==> src/rtl/slip_unescaper.sv <==
// SLIP-style unescaper: strips ESC sequences, marks frame ends, flags and counts malformed escapes.
// Output is a single registered beat with valid/ready handshake.
//
// state    | meaning
// S_NORMAL | next symbol is taken literally (END -> end marker, ESC -> enter S_ESC)
// S_ESC    | an ESC prefix was accepted; next symbol selects the escaped value
module slip_unescaper #(
    parameter int                      SYMBOL_WIDTH   = 8,
    parameter logic [SYMBOL_WIDTH-1:0] SYMBOL_END     = 8'hC0,
    parameter logic [SYMBOL_WIDTH-1:0] SYMBOL_ESC     = 8'hDB,
    parameter logic [SYMBOL_WIDTH-1:0] SYMBOL_ESC_END = 8'hDC,
    parameter logic [SYMBOL_WIDTH-1:0] SYMBOL_ESC_ESC = 8'hDD,
    parameter int                      ERR_CNT_WIDTH  = 16
) (
    input  logic                     i_clk,
    input  logic                     i_rst,
    input  logic [SYMBOL_WIDTH-1:0]  i_data,
    input  logic                     i_valid,
    output logic                     o_ready,
    output logic [SYMBOL_WIDTH-1:0]  o_data,
    output logic                     o_end,
    output logic                     o_err,
    output logic                     o_valid,
    input  logic                     i_ready,
    output logic [ERR_CNT_WIDTH-1:0] o_err_count
);

    typedef enum logic {S_NORMAL = 1'b0, S_ESC = 1'b1} state_t;

    localparam int CNT_SUM_W = ERR_CNT_WIDTH + 1;

    state_t                   state_q, state_d;
    logic                     valid_q, valid_d;
    logic [SYMBOL_WIDTH-1:0]  data_q, data_d;
    logic                     end_q, end_d;
    logic                     err_q, err_d;
    logic [ERR_CNT_WIDTH-1:0] err_count_q, err_count_d;

    logic                    accept;
    logic                    sent;
    logic                    emit;
    logic [SYMBOL_WIDTH-1:0] emit_data;
    logic                    emit_end;
    logic                    emit_err;
    logic                    esc_err;
    logic [1:0]              err_inc;
    logic [ERR_CNT_WIDTH:0]  cnt_sum;

    assign o_ready = !valid_q || i_ready;
    assign accept  = i_valid && o_ready;
    assign sent    = valid_q && i_ready;

    always_ff @(posedge i_clk or posedge i_rst) begin
        if (i_rst) begin
            state_q <= S_NORMAL;
        end else begin
            state_q <= state_d;
        end
    end

    always_comb begin
        state_d = state_q;
        if (accept) begin
            case (state_q)
                S_NORMAL: if (i_data == SYMBOL_ESC) state_d = S_ESC;
                S_ESC:    if (i_data != SYMBOL_ESC) state_d = S_NORMAL;
                default:  state_d = S_NORMAL;
            endcase
        end
    end

    // End beats carry SYMBOL_END on the data lane, which is i_data itself.
    always_comb begin
        emit      = 1'b0;
        emit_data = i_data;
        emit_end  = 1'b0;
        emit_err  = 1'b0;
        esc_err   = 1'b0;
        if (accept) begin
            case (state_q)
                S_NORMAL: begin
                    if (i_data != SYMBOL_ESC) begin
                        emit     = 1'b1;
                        emit_end = (i_data == SYMBOL_END);
                    end
                end
                S_ESC: begin
                    if (i_data == SYMBOL_ESC) begin
                        esc_err = 1'b1;
                    end else begin
                        emit = 1'b1;
                        if (i_data == SYMBOL_ESC_END) begin
                            emit_data = SYMBOL_END;
                        end else if (i_data == SYMBOL_ESC_ESC) begin
                            emit_data = SYMBOL_ESC;
                        end else begin
                            emit_err = 1'b1;
                            emit_end = (i_data == SYMBOL_END);
                        end
                    end
                end
                default: ;
            endcase
        end
    end

    always_comb begin
        valid_d = valid_q;
        data_d  = data_q;
        end_d   = end_q;
        err_d   = err_q;
        if (emit) begin
            valid_d = 1'b1;
            data_d  = emit_data;
            end_d   = emit_end;
            err_d   = emit_err;
        end else if (sent) begin
            valid_d = 1'b0;
        end

        err_inc = {1'b0, sent && err_q} + {1'b0, esc_err};
        cnt_sum = {1'b0, err_count_q} + CNT_SUM_W'(err_inc);
        if (cnt_sum[ERR_CNT_WIDTH]) begin
            err_count_d = '1;
        end else begin
            err_count_d = cnt_sum[ERR_CNT_WIDTH-1:0];
        end
    end

    always_ff @(posedge i_clk or posedge i_rst) begin
        if (i_rst) begin
            valid_q     <= 1'b0;
            data_q      <= '0;
            end_q       <= 1'b0;
            err_q       <= 1'b0;
            err_count_q <= '0;
        end else begin
            valid_q     <= valid_d;
            data_q      <= data_d;
            end_q       <= end_d;
            err_q       <= err_d;
            err_count_q <= err_count_d;
        end
    end

    assign o_valid     = valid_q;
    assign o_data      = data_q;
    assign o_end       = end_q;
    assign o_err       = err_q;
    assign o_err_count = err_count_q;

endmodule

==> config.mk <==
export PLATFORM = sky130hd
export DESIGN_NAME = slip_unescaper
export DESIGN_NICKNAME = d
export VERILOG_FILES = /design/src/rtl/slip_unescaper.sv
export SDC_FILE = /design/constraint.sdc
export NUM_CORES = 1
export LEC_CHECK = 0
export ABC_CLOCK_PERIOD_IN_PS = 5300
export CAP_MARGIN = 25
export CORE_MARGIN = 2
export CORE_UTILIZATION = 50
export DETAILED_ROUTE_END_ITERATION = 12
export GPL_TIMING_DRIVEN = 0
export PLACE_DENSITY = 0.79
export SYNTH_ARGS = -nofsm -noshare
export SYNTH_HDL_FRONTEND = slang
export SYNTH_SLANG_ARGS = --single-unit
==> constraint.sdc <==
create_clock -name i_clk -period 5.3 [get_ports i_clk]
set_clock_uncertainty 0.15 [all_clocks]
set_input_delay 0.53 -clock i_clk [delete_from_list [all_inputs] [get_ports i_clk]]
set_output_delay 0.53 -clock i_clk [all_outputs]
set_load 0.05 [all_outputs]
[Word level (Yosys, flattened, before mapping)]
Index checks and enable logic that the tools add are counted.
Cells by class
  add/subtract/negate cells: 2
  div/mod/pow operators: 0
  muxes and demuxes: 28
  $mul: 0
  reduce and logical (&&, ||, !) cells: 6
  magnitude comparators: 0
  bitwise operators: 1
  equal/unequal tests: 5
  shift-type cells: 0
Operator list (number)
  $mux 8: 5
  $eq 8x8->1 const B: 4
  $mux 1: 19
  $add 16x2->17: 1
  $mux 16: 1
  $ne 8x8->1 const B: 1
  $pmux 1 s2: 3
  $logic_and 1x1->1: 3
  $add 1x1->2: 1
  $reduce_bool 2->1: 1
  $logic_not 1->1: 1
  $logic_or 1x1->1: 1
  $not 1->1: 1
Word-level totals
  bits in read-only memories: 0
  memories kept: 0
  latch bits: 0
  register bits: 28
  logic and storage cells: 48
  input port bits: 12
  memory bits (writable): 0

[Longest topological paths before layout]
Gate-level depths: netlist of the first run.
  depth after elaboration: 7
  depth in mapped cells: 10
  gate-level depth less buffers: 9

[Least setup slack after synthesis of the first run]
Ideal clock, no wire load.
  path type: reg2reg
  start point: reg valid_q (netlist: o_valid)
  end point: reg err_count_q[6] (netlist: o_err_count[6])
  arrival: 2.878 ns
  setup time: 0.075 ns
  cell stages (with the launch flop): 11
  setup slack: 2.197 ns
  buffers on the path: 1
  path through: dfrtp_1 > nand2b_1 > nand4_1 > nor3_1 > fa_1 > ha_1 > nand3_2 > nor4_4 > nand4_2 > buf_6 > o21ai_2
On the way
  longest elaborated chain between the ends: 7
  elaborated cells between the ends (all ways): 9
  classes of those cells: add/sub: 2; mux: 2; reduce/logical: 5
RTL lines
  from (decl): RTL line 33  | logic valid_q, valid_d;
  from (signal assigned): RTL line 138  | valid_q <= valid_d;
  $logic_not 1->1: RTL line 49  | assign o_ready = !valid_q || i_ready;
  $logic_or 1x1->1: RTL line 49
  net o_ready: RTL line 19  | output logic o_ready,
  $logic_and 1x1->1: RTL line 50  | assign accept = i_valid && o_ready;
  $mux 1: RTL line 79  | if (accept) begin
  $add 1x1->2: RTL line 121  | err_inc = {1'b0, sent && err_q} + {1'b0, esc_err};
  $add 16x2->17: RTL line 122  | cnt_sum = {1'b0, err_count_q} + CNT_SUM_W'(err_inc);
  $mux 16: RTL line 123  | if (cnt_sum[ERR_CNT_WIDTH]) begin
  net err_count_d[6]: RTL line 37  | logic [ERR_CNT_WIDTH-1:0] err_count_q, err_count_d;
  to (signal assigned): RTL line 142  | err_count_q <= err_count_d;
  to (decl): RTL line 37
The timed path passes the listed nets, and every way through them passes these cells.
A chain may end at the register's enable or synchronous reset.

[Worst setup path after layout of the first run]
  start point: in i_data[5]
  end point: reg err_count_q[11] (netlist: o_err_count[11])
On the way
  longest elaborated chain between the ends: 7
RTL lines
  from (decl): RTL line 17  | input logic [SYMBOL_WIDTH-1:0] i_data,
  $eq 8x8->1: RTL line 88  | if (i_data == SYMBOL_ESC) begin
  $mux 1: RTL line 88
  $mux 1: RTL line 80  | case (state_q)
  $mux 1: RTL line 79
  $add 1x1->2: RTL line 121
  $add 16x2->17: RTL line 122
  $mux 16: RTL line 123
  net err_count_d[11]: RTL line 37
The timed path passes the listed nets, and every way through them passes these cells.

==> results of run 1 <==
[cells in the mapped netlist, drive strengths merged (3+ instances only)]
cell / count / area share [%]
inv: 4 / 1.1
nor4: 4 / 2.8
and3: 3 / 1.4
and4: 3 / 2.1
nand4: 5 / 3.1
nand3: 5 / 3.0
nand2: 14 / 3.7
mux2: 6 / 5.3
nor3: 4 / 1.4
xnor2: 7 / 4.4
o21ai: 10 / 4.1
a31oi: 4 / 1.8
dfrtp: 28 / 50
nor2: 5 / 1.3
[layout by cell type, fill, tap and decap left out, types with 3 or more instances in the layout]
cell type and instances:
clkdlybuf4s50_1 39, dfrtp_1 28, nand2_1 14, o21ai_0 8
xnor2_1 7, nor2_1 5, inv_1 4, a31oi_1 4
mux2_2 4, nor3_1 4, nand4_1 3, nor4_1 3
nand3_1 3, clkbuf_4 3
[cells by family (layout without fill, tap and decap cells)]
group                      count (synthesis)  in the layout
adders and majority gates                  2              2
buffers and inverters                      6             49
and+or+nand+nor                           55             55
xor gates and xnor gates                   8              8
AOI/OAI and AO/OA                         22             22
DFF                                       28             28
muxes                                      6              6
[where the power goes]
part	internal (uW)	switching, uW
clock network	26.6	58.8
registers	241	31.0
logic	81.1	139
total	349	229
[flip-flops by register name, summed over array words and instances, names as in the netlist]
name / cells
o_valid: 1
o_end: 1
o_data: 8
o_err_count: 16
o_err: 1
state_q: 1
[metrics by stage]
step           hold slack [ps]  setup slack (ps)  area, um2  util, %  power, uW
2_1_floorplan            354.0              2197       1409        -      412.3
3_3_place_gp             328.0              1901       1838    67.82      490.7
3_5_place_dp             334.2              1850       1866    68.84      497.5
4_1_cts                  333.5              2196       1888    69.67      582.8
5_1_grt                  365.7              1947       1888    69.67      603.3
6_report                 332.2              2207       1888    69.67      578.2
[layout make-up]
| class | count | area, um2 |
|---|---|---|
| timing repair buffer | 40 | 417.9 |
| fill | 223 | 822.0 |
| multi-input combinational | 93 | 676.9 |
| buffer | 2 | 16.27 |
| sequential | 28 | 700.7 |
| clock buffer | 3 | 22.52 |
| inverter | 4 | 15.01 |
| tap | 31 | 38.79 |
[critical path: cells and delay by family]
family | cells | cell delay, ps
simple gates | 7 | 1510
buf+inv | 2 | 610
fa+ha+maj | 2 | 530
[routing by layer]
metal  track usage, %  share of wire (%)  vias to the layer above
li1                 -                  -                      552
met1            28.08                 45                      576
met3            3.855                5.5                        2
met5                0                  0                        -
met4            5.316               0.69                        0
met2            34.32                 49                       30
[worst max path at each step]
stage | cells after the start | start | slack, ps | endpoint
after floorplan | 10 | o_valid | 2200 | o_err_count[6]
after global placement | 11 | i_data[5] | 1900 | o_err_count[6]
after detailed placement | 11 | i_data[3] | 1850 | o_err_count[4]
after CTS | 11 | i_data[3] | 2200 | o_err_count[4]
after global routing | 11 | i_data[3] | 1950 | o_err_count[7]
final | 11 | i_data[5] | 2210 | o_err_count[11]
==> out/metrics.cfg, run 1 <==
[status]
status = completed

[logic_synthesis]
synth-seq-area-share_pct = 49.73
syn_nets = 141
syn_avg_cell_area_um2 = 11.09
yosysUniqueCellTypes = 41
async_reset_ff_share_pct = 100.0
synthMuxAreaShare_pct = 5.329
synthXorXnorAreaFrac_pct = 4.973
yosys.area_share.simple_pct = 24.96
yosysWarningCount = 0
synth_fa_ha_area_share_pct = 2.309
synth_area_mm2 = 0.001409
synth_seq_cells = 28
synth_edf_count = 0
synth-compound-area-share_pct = 10.48
synth_top_family_by_area = simple AND/OR/NAND/NOR gates
ys.flop_type = dfrtp_1
synth_cells = 127

[placed_design]
dpl.cell_count = 198
dpl.hpwl_mm = 2.334
port_buffers = 39
gp_congestion = 0.8011

[critical_path]
r2r-start = o_valid
rr_worst_depth = 10
required_ps = 5400
cp_slowest_cell = clkdlybuf4s50_1
critPathMaxStageDelay_ps = 430
critical_path_class = in2reg
crit_fanout = 10
setup.worst_path.end_class = flop
r2r-end = o_err_count[11]
crit_arrival_ps = 3200
cp_cell_sequence = clkdlybuf4s50_1, and3b_1, nand4_1, nor3_1, fa_1, ha_1, nand3_2, nor4_4, nand4_2, buf_6, nand2_1
start_kind = primary input
rrSetupSlack_ps = 2590

[timing]
rsz0062_at_grt = false
period_share_pct = 58.35
fin_setup_tns_ps = 0
hold_viol_final = 0
max_freq_ghz = 0.3233
setup_viol = 0
drv_slew = 0
relSlewSlack_pct = 65.87
tightest_slew_ps = 510.4
finalCriticalPeriod_ps = 3093

[clock_network]
htreeDepth = 1
cts_sinks = 28
clkTransAtPathRegs_ps = 130
clock_path_buffers = 2
postCtsSetupBuffers = 0
holdBufCountCts = 0
cts_root_buf = clkbuf_4
cts_resized = 0
cts_buffers = 3
clk_latency_ps = 320
cts_tree = yes

[route]
first_iter_violations = 35
drc = 0
firstDrtPassIters = 4
vias = 1160
antenna_left = 0
wire_per_inst_um = 15.22
via_per_inst = 5.771
routed_wl_mm = 3.059

[global_routing]
grt_max_degree = 23
grt_first_pass_wirelength_mm = 5.361
grt_overflow_total = 0
antenna_found_initial = 0
grt_pass1_vias = 1151
grt_usage_pct = 20.65

[power]
ir_worst_vdd_v = 0.0002313
p_per_area_mw_per_mm2 = 306.2
p_leak_uw = 0.0008336

[floorplan]
fp.dieH_um = 57.08
core-area_mm2 = 0.002710
row_count = 19
initial_core_util_pct = 51.99
die_w_um = 57.08
ios = 40
dieArea_mm2 = 0.003258

[run]
drv_cap = 0

[final_layout]
drive_gt1_share_pct = 12.94
area_growth_pct = 34.01
fin_nets = 186
diodes = 0
fin_cells = 201

[hold_path]
min_path_type = in2async

Power figures use the tool's default switching activity.
==> run 2: changes to the inputs <==
- ABC_CLOCK_PERIOD_IN_PS: 5300 -> 3000
- CORE_UTILIZATION: 50 -> 47
- PLACE_DENSITY: 0.79 -> 0.75
- clock period: 5.3 -> 3 ns (I/O delays scaled with it)
==> run 2 against run 1 <==
The run now ends with design-rule violations left. Sequential share of layout area is 0.60 points lower. Flip-flop and latch count stayed put. Worst hold slack worse by 290 ps. Largest cell class unchanged. Global-route usage is 0.19 points lower. First-iteration DRC count is 100% higher. Cell area is 1.7% higher. Worst setup slack worse by 2000 ps. Via count is 0.17% higher. Non-clock buffer count is 1 higher. Critical path depth stayed put. Critical path type unchanged. Critical endpoint is now o_err_count[12]. Highest routed layer unchanged. Routed wire length is 8.2% higher.
==> out/metrics.cfg, run 2 (same netlist as run 1, synthesis figures left out) <==
[clock_network]
cts_buffers = 3  ; unchanged
holdBufCountCts = 0  ; unchanged
cts_sinks = 28  ; unchanged
cts_root_buf = clkbuf_4
clk_latency_ps = 320  ; about the same
htreeDepth = 1  ; unchanged
clkTransAtPathRegs_ps = 150  ; +20 ps
clock_path_buffers = 2  ; unchanged
cts_tree = yes

[critical_path]
setup.worst_path.end_class = flop
crit_family = simple AND/OR/NAND/NOR gates
cp_slowest_cell = clkdlybuf4s50_1
timing.critical_path.buf_inv = 2  ; unchanged
critPathMaxStageDelay_ps = 500  ; +70 ps
cp_cell_sequence = clkdlybuf4s50_1, and3b_1, nand4_1, nor3_2, fa_2, ha_1, nand3_2, nor4_4, buf_4, nand3_1, o21a_1
start_kind = primary input
crit_fanout = 5  ; -5
critical_path_class = in2reg
required_ps = 3090  ; -2310 ps
crit_arrival_ps = 2880  ; -320 ps

[timing]
drv_slew = 0  ; unchanged
tightest_slew_ps = 506.0  ; -4.373 ps
rsz0062_at_grt = false
hold_viol_final = 0  ; unchanged
relSlewSlack_pct = 66.16  ; +0.29 points
max_freq_ghz = 0.3584
period_share_pct = 93.02
setup_viol = 0  ; unchanged
finalCriticalPeriod_ps = 2791

[global_routing]
antenna_found_initial = 0  ; unchanged
grt_usage_pct = 20.46  ; -0.19 points
grt_pass1_vias = 1206  ; +4.8%
grt_first_pass_wirelength_mm = 5.485  ; +2.3%
grt_max_degree = 25  ; +8.7%
grt_overflow_total = 0  ; unchanged

[final_layout]
drive_gt1_share_pct = 15.70  ; +2.8 points
fin_nets = 187  ; +0.54%
fillers = 218  ; -2.2%
fin_cells = 203  ; +1.0%
final_common_cell = clkdlybuf4s50_1
area_growth_pct = 36.23
diodes = 0  ; unchanged
largest_reg_flops = 16  ; unchanged
layout_common_cells = clkdlybuf4s50_1, dfrtp_1, nand2_1

[floorplan]
dieArea_mm2 = 0.003452  ; +5.9%
ios = 40  ; unchanged
row_count = 19  ; unchanged
die_w_um = 58.75  ; +2.9%
core-area_mm2 = 0.002805  ; +3.5%
initial_core_util_pct = 50.22  ; -1.8 points
fp.dieH_um = 58.75  ; +2.9%

[placed_design]
port_buffers = 39  ; unchanged
gp_congestion = 0.9074  ; +13%
dpl.hpwl_mm = 2.442  ; +4.7%
dpl.cell_count = 198  ; unchanged

[route]
via_per_inst = 5.724  ; -0.81%
antenna_left = 0  ; unchanged
routed_wl_mm = 3.311  ; +8.2%
wire_per_inst_um = 16.31  ; +7.2%
vias = 1162  ; +0.17%
firstDrtPassIters = 9  ; +5
first_iter_violations = 70  ; +100%
drc = 2  ; +2

[power]
p_leak_uw = 0.0008449  ; +1.4%
power_uw = 1062  ; +84%
ir_worst_vdd_v = 0.0002944  ; +27%
p_per_area_mw_per_mm2 = 553.3  ; +81%

[run]
drv_cap = 0  ; unchanged

[status]
violations = design-rule violations
status = complete, but fails checks

[hold_path]
min_path_type = in2async

## run 2: report_power, final
group / switching, uW / internal, uW / leakage [uW] / total [uW]
Sequential: 55.0 / 426 / 0.000362 / 481
Combinational: 251 / 145 / 0.000462 / 396
Clock: 111 / 74.3 / 0.0000210 / 185
## run 2: path summary, 6_finish.rpt
path	cells after the start	slack [ps]	end	startpoint
max	11	210	o_err_count[12]	i_data[3]
min	2	40	o_data[7]	i_rst
max reg2reg	10	400	o_err_count[12]	o_valid
min reg2reg	1	380	o_data[6]	o_data[6]
max in group asynchronous	3	2270	o_data[4]	i_rst
min in group i_clk	1	380	o_data[6]	o_data[6]
## run 2: final cells by class
type                            instances  area (um2)  share of cell area, %
Buffer                                  2       16.27                 0.8475
Clock buffer                            4       36.28                  1.890
Inverter                                4       15.01                 0.7823
Multi-Input combinational cell         93       686.9                  35.79
Sequential cell                        28       700.7                  36.51
Tap cell                               31       38.79                  2.021
Timing Repair Buffer                   41       425.4                  22.16
## run 2: per-layer routing
metal / vias up / global-route usage (%) / wire, um
li1: 558 / - / -
met1: 559 / 24.72 / 1354
met2: 41 / 36.35 / 1735
met3: 4 / 5.934 / 189
met4: 0 / 3.896 / 31
met5: - / 0 / 0
## run 2: timing repair
item                       in CTS  in global routing
gates resized for setup         0                  2
setup endpoints to repair       0                 12
setup buffers                   0                  1
## run 2: per-stage QoR
step	TNS (ps)	area [um2]	hold WS, ps	setup slack, ps	utilization (%)
floorplan	0	1411	215.4	110.1	-
global placement	-2919	1841	330.2	-238.4	65.61
detailed placement	-4149	1868	345.6	-318.6	66.59
CTS	0	1904	25.92	48.95	67.89
global route	0	1919	52.71	63.20	68.42
finish	0	1919	37.90	209.4	68.42
==> RTL change 1, RTL diff (flow settings as in run 2) <==
Change the parameter `SYMBOL_WIDTH` from 8 to 10.
--- a/src/rtl/slip_unescaper.sv
+++ b/src/rtl/slip_unescaper.sv
@@ -5,7 +5,7 @@
 // S_NORMAL | next symbol is taken literally (END -> end marker, ESC -> enter S_ESC)
 // S_ESC    | an ESC prefix was accepted; next symbol selects the escaped value
 module slip_unescaper #(
-    parameter int                      SYMBOL_WIDTH   = 8,
+    parameter int                      SYMBOL_WIDTH   = 10,
     parameter logic [SYMBOL_WIDTH-1:0] SYMBOL_END     = 8'hC0,
     parameter logic [SYMBOL_WIDTH-1:0] SYMBOL_ESC     = 8'hDB,
     parameter logic [SYMBOL_WIDTH-1:0] SYMBOL_ESC_END = 8'hDC,
Ports: changed (resized i_data and o_data); port bits go from 40 to 44. No check against the original RTL was run, so the function may have changed too.
==> RTL change 1 against run 2 <==
Routed wire length decreased by 10%; combinational power fell by 2%; core utilization down 0.31 points; first-iteration DRC count shrank 40%; cell count rose by 9.4%; worst setup slack worse by 22 ps; register-to-register slack lost 20 ps; synthesized area is 2.4% higher; total power grew 8.2%; cell area grew 5.7%; sequential cell count is 2 higher; critical endpoint unchanged; largest power group unchanged; highest routed layer unchanged.
==> RTL change 1: results (changes against run 2) <==
outcome finished, final reports clean; Worst EP arrival 2890 ps (about the same); Area contributors post-synth dfrtp_1 52%, mux2_1 6.2%, nand2_1 6.0%; H-tree depth 2 (+1); RR Startpoint o_valid$_DFFE_PP0P_; nets@finish 204 (+9.1%); Leakage 0.928 nW (+9.9%); mux cell area share after synthesis 6.24% (+0.92 points); Post-CTS Setup Bufs 0 (unchanged); largest net degree at the start of global routing 17 (-32%); Iteration-0 DRC Markers 42 (-40%); drt total wl 2.98 mm (-10%); post-synthesis xor/xnor area fraction 6.07% (+1.1 points); setup ws final 187 ps (-22.4 ps); ys async rst share 100% (unchanged); I/O Buffers 43 (+10%); R2R depth 9 (-1); R2R Setup Slk 380 ps (-20 ps); DPL Wire Length 2.29 mm (-6.3%); Synth Flop Type dfrtp_1; CP Launch Point i_data[5]; initial antenna violation count 0 (unchanged); GP Congestion 0.801 (-12%); first-pass GRT wire length 5.09 mm (-7.2%); worst-margin pin slew 654 ps (+148 ps); max reg flops 16 (unchanged); total clock buffers created by CTS 5 (+2); first-pass iteration count of the detailed router 4 (-5); Yosys warnings 0 (unchanged); vias in the first global route 1197 (-0.75%); highest net fanout along the worst path 5 (unchanged); clk_lat worst skew 340 ps (+20 ps); top cells by count, synth 30 x dfrtp_1, 23 x nand2_1, 12 x nand3_1; CP Capture Point o_err_count[12]$_DFF_PP0_; CP max stage delay 450 ps (-50 ps); Post-Syn Nets 153 (+8.5%); Synth Area in Compound Gates 5.90% (-4.6 points); share of cells above drive strength 1 9.52% (-6.2 points); Distinct cells, synth 33 (-20%); min-delay worst type in2async; CP max-delay cell clkdlybuf4s50_1; number of vias per cell 5.29 (-7.6%); CTS Buffer Depth 2 (unchanged); worst slack at placement -364 ps (-45.0 ps); Root Buffer clkbuf_4; Clock transition at path regs 100 ps (-50 ps); GRT Total Usage 19.8% (-0.68 points); post-synthesis sequential area ratio 52.0% (+2.3 points); Max IR drop VDD 342 uV (+16%); Synth Area in Adders 2.25% (-0.054 points)
-- RTL change 1: cell types whose count changed after synthesis, moves of 3 or more --
cell and change:
nand2_1 +9, nand3_1 +9, mux2_1 +8, inv_1 +5, o21ai_0 -5, a31oi_1 -4, mux2_2 -4, nand2b_1 +3
o31ai_1 +3
-- RTL change 1: area by class of cell --
| class | instances | area, um^2 |
|---|---|---|
| Buffer | 3 | 17.5 |
| Clock buffer | 7 | 55.1 |
| Clock inverter | 1 | 5.00 |
| Fill cell | 254 | 950 |
| Inverter | 9 | 33.8 |
| Multi-Input combinational cell | 95 | 667 |
| Sequential cell | 30 | 751 |
| Tap cell | 33 | 41.3 |
| Timing Repair Buffer | 44 | 458 |
-- RTL change 1: cells by family after synthesis --
| kind of cell | after synthesis |
|---|---|
| AO/OA/AOI/OAI | 12 |
| buffers and inverters | 12 |
| multiplexers | 8 |
| AND/OR/NAND/NOR | 63 |
| flip-flops | 30 |
| adder cells (fa/ha/maj) | 2 |
| XOR/XNOR | 10 |
-- RTL change 1: how the worst min path moves through the flow --
stage | startpoint | slack [ps] | cells past startpoint | to
detailed placement | o_data[3]$_DFFE_PP0P_ | 320 | 2 | o_data[3]$_DFFE_PP0P_
finish | i_rst | 200 | 2 | o_data[2]$_DFFE_PP0P_
global placement | o_data[2]$_DFFE_PP0P_ | 310 | 2 | o_data[2]$_DFFE_PP0P_
floorplan | i_rst | 240 | 1 | o_data[0]$_DFFE_PP0P_
global route | i_rst | 240 | 2 | o_data[8]$_DFFE_PP0P_
CTS | i_rst | 220 | 2 | o_data[8]$_DFFE_PP0P_
-- RTL change 1: timing repair --
action,CTS,global route
endpoints found under the hold margin,0,0
endpoints found under the setup margin,1,5
pin swaps,0,1
gates resized for setup,1,3
-- RTL change 1: metal layers --
metal	wire, um	share of wire (%)	vias up	global-route usage (%)
li1	-	-	573	-
met4	48	1.6	0	9.42
met1	1120	38	559	20.2
met5	0	0	-	0
met2	1560	52	36	34.4
met3	252	8.5	6	8.52
-- RTL change 1: stage by stage --
step / power (mW) / setup TNS, ps / hold WS [ps] / instances / area [um^2]
2_1_floorplan: 0.752 / 0 / 241 / 137 / 1450
6_report: 1.15 / 0 / 196 / 222 / 2030
4_1_cts: 1.16 / 0 / 217 / 222 / 2010
3_5_place_dp: 0.905 / -2940 / 320 / 214 / 1940
5_1_grt: 1.20 / 0 / 236 / 222 / 2030
3_3_place_gp: 0.891 / -2340 / 312 / 213 / 1920
-- RTL change 1: worst max-delay path: cells and delay by family --
family | cells | cell delay, ps
and+or+nand+nor | 5 | 1210
buffers and inverters | 2 | 550
adders and majority gates | 2 | 520
muxes | 1 | 310
-- RTL change 1: power breakdown --
part	switching, mW	internal (mW)	total [mW]
Clock	0.142	0.113	0.255
Combinational	0.250	0.140	0.389
Sequential	0.0515	0.453	0.505
==> RTL change 2, RTL diff (config.mk and constraints of run 2) <==
Made on the original files. Put one more register stage on the output `o_err_count`, with the module's reset. The value now appears one clock later. The other outputs are not delayed to match.
--- a/src/rtl/slip_unescaper.sv
+++ b/src/rtl/slip_unescaper.sv
@@ -147,7 +147,13 @@
     assign o_data      = data_q;
     assign o_end       = end_q;
     assign o_err       = err_q;
-    assign o_err_count = err_count_q;
+    always_ff @(posedge i_clk or posedge i_rst) begin
+        if (i_rst) begin
+            o_err_count <= '0;
+        end else begin
+            o_err_count <= err_count_q;
+        end
+    end
 
 endmodule
 
Behaviour: not the same (a bounded check fails within 4 cycles, from zero or initial values and one cycle with i_rst high).
==> RTL change 2 against run 2 <==
Critical path depth fell by 2; global-route usage shrank 1.6 points; register-to-register slack worse by 150 ps; total power up 45%; sequential cell count increased by 16; cell area increased by 25%; non-clock buffer count unchanged; cell count rose by 18%; first-iteration DRC count increased by 31%; synthesized area is 29% higher; worst setup slack worse by 100 ps; routed wire length rose by 9.1%; largest power group unchanged; highest routed layer unchanged.
==> RTL change 2: results (changes against run 2) <==
outcome finished, final reports clean; share of cells above drive strength 1 14.6% (-1.1 points); Synth Area in Adders 1.79% (-0.51 points); CP max stage delay 580 ps (+80 ps); first-pass GRT wire length 6.22 mm (+13%); Leakage 1.05 nW (+24%); worst-margin pin slew 853 ps (+347 ps); worst slack at placement -370 ps (-51.2 ps); first-pass iteration count of the detailed router 4 (-5); top cells by count, synth 44 x dfrtp_1, 11 x nand3_1, 8 x nand2_1; met1 usage 23.6% (-1.2 points); placed cells 231 (+17%); total clock buffers created by CTS 5 (+2); Root Buffer clkbuf_8; WHS 284 ps (+246 ps); met3 GRT Util 4.94% (-0.99 points); nets@finish 205 (+9.6%); drt wl/cell 15.1 um (-7.7%); R2R depth 9 (-1); largest net degree at the start of global routing 45 (+80%); post-synthesis sequential area ratio 60.7% (+11 points); total power draw 1.54 mW (+45%); mux cell area share after synthesis 4.90% (-0.43 points); highest net fanout along the worst path 10 (+5); GR Util met2 31.4% (-5.0 points); Synth Area in Compound Gates 9.39% (-1.1 points); Iteration-0 DRC Markers 92 (+31%); min-delay worst type reg2reg; clk_lat worst skew 300 ps (-20 ps); Max IR drop VDD 347 uV (+18%); Area contributors post-synth dfrtp_1 61%, mux2_2 4.3%, nand3_1 3.0%; wire length on met1 1.52 mm (+12%); Worst EP arrival 2960 ps (+80 ps); drt total wl 3.61 mm (+9.1%); pwr dens 641 mW/mm^2 (+16%); GP Congestion 0.762 (-16%); Sequential Power Share 47.0% (+1.7 points); Distinct cells, synth 38 (-7.3%); post-synthesis xor/xnor area fraction 0.966% (-4.0 points); vias in the first global route 1356 (+12%); H-tree depth 2 (+1); logic gate share of total power 23.7% (-14 points); number of vias per cell 5.69 (-0.57%); Routed met2 length 1.82 mm (+5.1%); Area after DPL 0.00227 mm^2 (+21%); Clock transition at path regs 80 ps (-70 ps); Syn Area/Cell 12.6 um^2 (+13%); R2R Setup Slk 250 ps (-150 ps)
RTL change 2: changes by cell type after synthesis, sizes merged, moves of 3 or more:
cell | run 2 | this run
dfrtp | 28 | 44
nand2 | 14 | 8
nand2b | 2 | 7
nand3 | 5 | 11
nor2 | 5 | 1
o21ai | 10 | 5
o31ai | 0 | 3
or3 | 1 | 4
or4 | 2 | 6
xnor2 | 7 | 1
RTL change 2: worst max path at each step:
stage,from,endpoint,slack [ps],depth (start not counted)
6_report,i_data[2],err_count_q[13]$_DFF_PP0_,110,9
5_1_grt,i_ready,err_count_q[13]$_DFF_PP0_,8,10
4_1_cts,i_data[5],err_count_q[13]$_DFF_PP0_,30,9
3_5_place_dp,i_data[5],err_count_q[13]$_DFF_PP0_,-370,9
3_3_place_gp,i_data[5],err_count_q[13]$_DFF_PP0_,-290,9
2_1_floorplan,o_valid$_DFFE_PP0P_,err_count_q[13]$_DFF_PP0_,30,9
RTL change 2: final cells by class:
type                            count  area (um^2)
Buffer                              3         20.0
Clock buffer                        5         68.8
Clock inverter                      3         46.3
Fill cell                         302         1290
Inverter                            6         22.5
Multi-Input combinational cell     91          686
Sequential cell                    44         1100
Tap cell                           48         60.1
Timing Repair Buffer               40          398
RTL change 2: what timing repair did:
action                                  4_1_cts  5_1_grt
setup buffers                                 0        1
endpoints found under the setup margin       11       11
pin swaps                                     0        0
hold endpoints to repair                      0        0
resized for setup                             1        2
gates cloned                                  0        0
RTL change 2: worst max-delay path: cells and delay by family:
family / cells / cell delay (ps)
and+or+nand+nor: 4 / 1380
buffers and inverters: 2 / 670
adders and majority gates: 2 / 540
AOI/OAI and AO/OA: 1 / 70
